===== src/rtl/fifo_param.sv =====
// fifo_param: parametrised single-clock FIFO with occupancy count, programmable
// almost-full/almost-empty flags, synchronous flush and sticky error flags.
//
// Ports:
//   clock_in          system clock, all state changes on the rising edge
//   n_reset_in        asynchronous active-low reset
//   write_in/wdata_in write request and the word to enqueue
//   read_in           read request; rdata_out is registered (1-cycle latency)
//   flush_in          synchronous flush, overrides read and write
//   clear_err_in      synchronous clear of overflow_out/underflow_out
//   readable_out      count != 0
//   writable_out      count != DEPTH
//   count_out         occupancy, 0..DEPTH
//   almost_full_out   count >= AFULL_LEVEL
//   almost_empty_out  count <= AEMPTY_LEVEL
//   overflow_out      sticky, a write was rejected
//   underflow_out     sticky, a read was rejected
module fifo_param #(
    parameter int unsigned WIDTH        = 8,
    parameter int unsigned DEPTH_LOG2   = 4,
    parameter int unsigned AFULL_LEVEL  = 12,
    parameter int unsigned AEMPTY_LEVEL = 4
) (
    input  logic                  clock_in,
    input  logic                  n_reset_in,
    input  logic                  write_in,
    input  logic [WIDTH-1:0]      wdata_in,
    input  logic                  read_in,
    output logic [WIDTH-1:0]      rdata_out,
    input  logic                  flush_in,
    input  logic                  clear_err_in,
    output logic                  readable_out,
    output logic                  writable_out,
    output logic [DEPTH_LOG2:0]   count_out,
    output logic                  almost_full_out,
    output logic                  almost_empty_out,
    output logic                  overflow_out,
    output logic                  underflow_out
);

    localparam int unsigned DEPTH = 1 << DEPTH_LOG2;

    // Thresholds sized to the count register so comparisons are width-matched.
    localparam logic [DEPTH_LOG2:0] DepthCnt  = (DEPTH_LOG2 + 1)'(DEPTH);
    localparam logic [DEPTH_LOG2:0] AfullCnt  = (DEPTH_LOG2 + 1)'(AFULL_LEVEL);
    localparam logic [DEPTH_LOG2:0] AemptyCnt = (DEPTH_LOG2 + 1)'(AEMPTY_LEVEL);

    logic [WIDTH-1:0]      mem_q [DEPTH];
    logic [DEPTH_LOG2-1:0] rptr_q, rptr_d;
    logic [DEPTH_LOG2-1:0] wptr_q, wptr_d;
    logic [DEPTH_LOG2:0]   count_q, count_d;
    logic [WIDTH-1:0]      rdata_q, rdata_d;
    logic                  overflow_q, overflow_d;
    logic                  underflow_q, underflow_d;

    logic rd_accept;
    logic wr_accept;
    logic full;

    assign full      = (count_q == DepthCnt);
    assign rd_accept = read_in && (count_q != '0) && !flush_in;
    // A full FIFO still takes a write when a read frees a slot on the same edge.
    assign wr_accept = write_in && !flush_in && (!full || rd_accept);

    always_comb begin
        rptr_d      = rptr_q;
        wptr_d      = wptr_q;
        count_d     = count_q;
        rdata_d     = rdata_q;
        overflow_d  = overflow_q;
        underflow_d = underflow_q;

        if (flush_in) begin
            rptr_d  = '0;
            wptr_d  = '0;
            count_d = '0;
        end else begin
            if (rd_accept) begin
                rdata_d = mem_q[rptr_q];
                rptr_d  = rptr_q + 1'b1;
            end
            if (wr_accept) begin
                wptr_d = wptr_q + 1'b1;
            end
            unique case ({wr_accept, rd_accept})
                2'b10:   count_d = count_q + 1'b1;
                2'b01:   count_d = count_q - 1'b1;
                default: count_d = count_q;
            endcase
        end

        // Set beats clear when both happen on the same edge.
        if (clear_err_in) begin
            overflow_d  = 1'b0;
            underflow_d = 1'b0;
        end
        if (write_in && !flush_in && !wr_accept) begin
            overflow_d = 1'b1;
        end
        if (read_in && !flush_in && !rd_accept) begin
            underflow_d = 1'b1;
        end
    end

    always_ff @(posedge clock_in or negedge n_reset_in) begin
        if (!n_reset_in) begin
            rptr_q      <= '0;
            wptr_q      <= '0;
            count_q     <= '0;
            rdata_q     <= '0;
            overflow_q  <= 1'b0;
            underflow_q <= 1'b0;
        end else begin
            rptr_q      <= rptr_d;
            wptr_q      <= wptr_d;
            count_q     <= count_d;
            rdata_q     <= rdata_d;
            overflow_q  <= overflow_d;
            underflow_q <= underflow_d;
        end
    end

    // Storage is deliberately not reset; the pointers define what is valid.
    always_ff @(posedge clock_in) begin
        if (wr_accept) begin
            mem_q[wptr_q] <= wdata_in;
        end
    end

    assign rdata_out        = rdata_q;
    assign count_out        = count_q;
    assign readable_out     = (count_q != '0);
    assign writable_out     = !full;
    assign almost_full_out  = (count_q >= AfullCnt);
    assign almost_empty_out = (count_q <= AemptyCnt);
    assign overflow_out     = overflow_q;
    assign underflow_out    = underflow_q;

endmodule


===== config.mk =====
export PLATFORM = sky130hd
export DESIGN_NAME = fifo_param
export DESIGN_NICKNAME = d
export VERILOG_FILES = /design/src/rtl/fifo_param.sv
export SDC_FILE = /design/constraint.sdc
export NUM_CORES = 1
export LEC_CHECK = 0
export ABC_CLOCK_PERIOD_IN_PS = 3350
export CORE_ASPECT_RATIO = 0.75
export CORE_MARGIN = 1
export CORE_UTILIZATION = 50
export CTS_CLUSTER_DIAMETER = 200
export DETAILED_ROUTE_END_ITERATION = 8
export GPL_ROUTABILITY_DRIVEN = 1
export HOLD_SLACK_MARGIN = 0.06
export MAX_ROUTING_LAYER = met4
export PLACE_DENSITY = 0.72
export SETUP_SLACK_MARGIN = 0.4
export SLEW_MARGIN = 20
export SYNTH_ARGS = -nofsm -noshare
export SYNTH_HDL_FRONTEND = slang
export SYNTH_SLANG_ARGS = --single-unit

===== constraint.sdc =====
create_clock -name clock_in -period 3.35 [get_ports clock_in]
set_input_delay 0.67 -clock clock_in [delete_from_list [all_inputs] [get_ports clock_in]]
set_output_delay 0.67 -clock clock_in [all_outputs]
set_load 0.01 [all_outputs]

==> metrics.yaml <==
power.density_nw_per_um2: 692
synth_seq_cells: 151
intPower_w: 0.00378
cp_max_fo: 10
cts_root_buffer: "clkbuf_16"
p_switching_w: 0.00135
busiest_layer: "met1"
grt_use_met1_pct: 31.9
synthArstFlopShare_pct: 15.2
ios: 33
yosysWarningCount: 0
die_h_um: 98.6
yosysUniqueCellTypes: 42
worst_pin_slew_ns: 0.959
antenna_found_initial: 0
synth.avg_cell_area_um2: 18.0
drt_pre_antenna_iters: 4
critPathRequiredTime_ns: 3.69
start_util_pct: 52.4
cts_htree_levels: 4
syn_area_um2: 6220
via_per_inst: 5.65
power_leakage_nw: 2.50
drv_slew: 0
grt.met3_usage_pct: 5.21
slew_headroom_pct: 36.0
clock_power_share_pct: 36.3
globalplace.congestion: 0.899
end_kind: "flip-flop"
clock_path_buffers: 2
port_buffers: 32
holdBufCountCts: 0
drt-initial-drc-count: 237
fin_crit_ns: 2.67
cp.arrival_ns: 3.01
finClkSkew_ns: 0.0162
mappedNetlistNets: 369
post-route-period-util_pct: 79.7
met2_usage_pct: 30.6
clock_sinks: 151
grt_pass1_wl_um: 19000
startpoint_type: "flip-flop"
drv_cap: 0
seq_power_share_pct: 45.1
ys.flop_type: "edfxtp_1"
grt_max_degree: 35
n_fill_cell: 835
setup_tns_ns: 0
synth_edf_count: 128
p_comb_share_pct: 18.7
rsz0062_at_grt: "no"
grt_pass1_vias: 3293
ir_drop_uv: 382
clkTransAtPathRegs_ns: 0.06
status: "finished clean"
vias: 3216
wirelength_um: 12300
diodes: 0
drive_above_1_share_pct: 21.9
antenna_left: 0
syn_inst: 346
area_growth_pct: 19.0
power_switching_share_pct: 26.3
post_drt_wl_per_cell_um: 21.6
nNetsFinal: 417
min_path_type: "flip-flop to flip-flop"
dieArea_um2: 12900
maxClockFrequency_mhz: 375
worstSetupPathType: "flip-flop to flip-flop"
cts_tree: "yes"
grt_usage_pct: 22.1
utilization_pct: 62.4
numCtsBuffers: 17
overflow: 0
rows: 34
clk_latency_ns: 0.42
die_x_um: 131
drc: 0
dp_hpwl_um: 8140
yosysSeqAreaShare_pct: 71.0
coreArea_um2: 11900
setup_viol: 0
hold_violations: 0
==> stage by stage <==
stage | cell area, um^2 | hold slack [ns] | total power, W | setup slack, ns | std cells
after floorplan | 6220 | 0.374 | 0.00287 | 0.765 | 346
after global placement | 6810 | 0.494 | 0.00326 | 0.327 | 536
after detailed placement | 6810 | 0.485 | 0.00327 | 0.271 | 536
after CTS | 7400 | 0.509 | 0.00515 | 0.605 | 569
after global routing | 7400 | 0.547 | 0.00531 | 0.467 | 569
final | 7400 | 0.514 | 0.00512 | 0.682 | 569
==> Yosys cell counts (6+ instances only) <==
cell      count  area (um^2)
a21oi_1       6         30.0
and2_1        8         50.1
buf_2         7         35.0
clkbuf_1      7         26.3
dfrtp_1      23          576
edfxtp_1    128         3840
ha_1          8          100
inv_1        12         45.0
mux2i_1      16          160
mux4_2       32          721
nand2_1      17         63.8
nand3_1       9         45.0
nor2_1       13         48.8
o221ai_1      8         70.1
==> final cells by class <==
class,instances,area [um^2],area share (%)
inverter,12,45.0,0.608
timing repair buffer,48,453,6.12
clock buffer,23,500,6.76
multi-input combinational,164,1690,22.9
sequential,151,4420,59.7
tap,162,203,2.74
clock inverter,9,88.8,1.20
==> cell usage in the layout (no fill, tap or decap), drive strengths merged, types with 13 or more instances in the layout <==
master	instances
edfxtp	128
mux4	32
clkdlybuf4s50	32
dfrtp	23
clkbuf	23
nand2	17
mux2i	16
buf	16
inv	14
nor2	13
==> cells by family after synthesis <==
logic type / synth area share, %
AO/OA/AOI/OAI: 3.16
XOR/XNOR: 0.985
adder cells (fa/ha/maj): 1.93
buffers and inverters: 2.21
flip-flops: 71.0
multiplexers: 14.5
AND/OR/NAND/NOR: 6.19
==> routing by layer <==
layer  up-vias  routed length (um)
met3        10                 889
li1       1456                   -
met5         -                   0
met2        88                5720
met1      1662                5590
met4         0                  81
==> sequential cells by signal (all words and copies together) (netlist names) <==
signal	cells
count_out	5
mem_q	128
overflow_out	1
rdata_out	8
rptr_q	4
underflow_out	1
wptr_q	4
==> worst paths after layout <==
path	startpoint	endpoint	slack (ns)	depth (start not counted)
setup / recovery	count_out[2]	count_out[4]	0.68	11
hold / removal	rdata_out[7]	rdata_out[7]	0.51	2
setup reg to reg	count_out[2]	count_out[4]	0.68	11
hold reg to reg	rdata_out[7]	rdata_out[7]	0.51	2
max in group asynchronous	n_reset_in	rptr_q[1]	2.46	2
min in group asynchronous	n_reset_in	count_out[2]	0.62	2
==> worst max-delay path, stage by stage (launching register included) <==
cell and delay [ns]:
dfrtp_1 0.47, nor4_4 0.34, nand2b_2 0.19, nand3b_4 0.18
or2_2 0.16, inv_1 0.08, ha_1 0.32, nand2b_1 0.09
a21oi_1 0.11, or3_1 0.37, a21o_1 0.18, a31oi_1 0.12
==> power by group through the flow <==
| stage | registers, W | clock network, W | logic (W) |
|---|---|---|---|
| after floorplan | 0.00228 | 0 | 0.000592 |
| after CTS | 0.00231 | 0.00189 | 0.000954 |
| after global placement | 0.00234 | 0 | 0.000915 |
| after global routing | 0.00232 | 0.00196 | 0.00103 |
| after detailed placement | 0.00235 | 0 | 0.000927 |
| final | 0.00231 | 0.00186 | 0.000956 |
==> timing repair <==
action                                  CTS  global route
setup buffers                             1             0
resized for setup                         0             1
endpoints found under the setup margin    1             1
pin swaps                                 1             0
(Power assumes the default switching activity.)
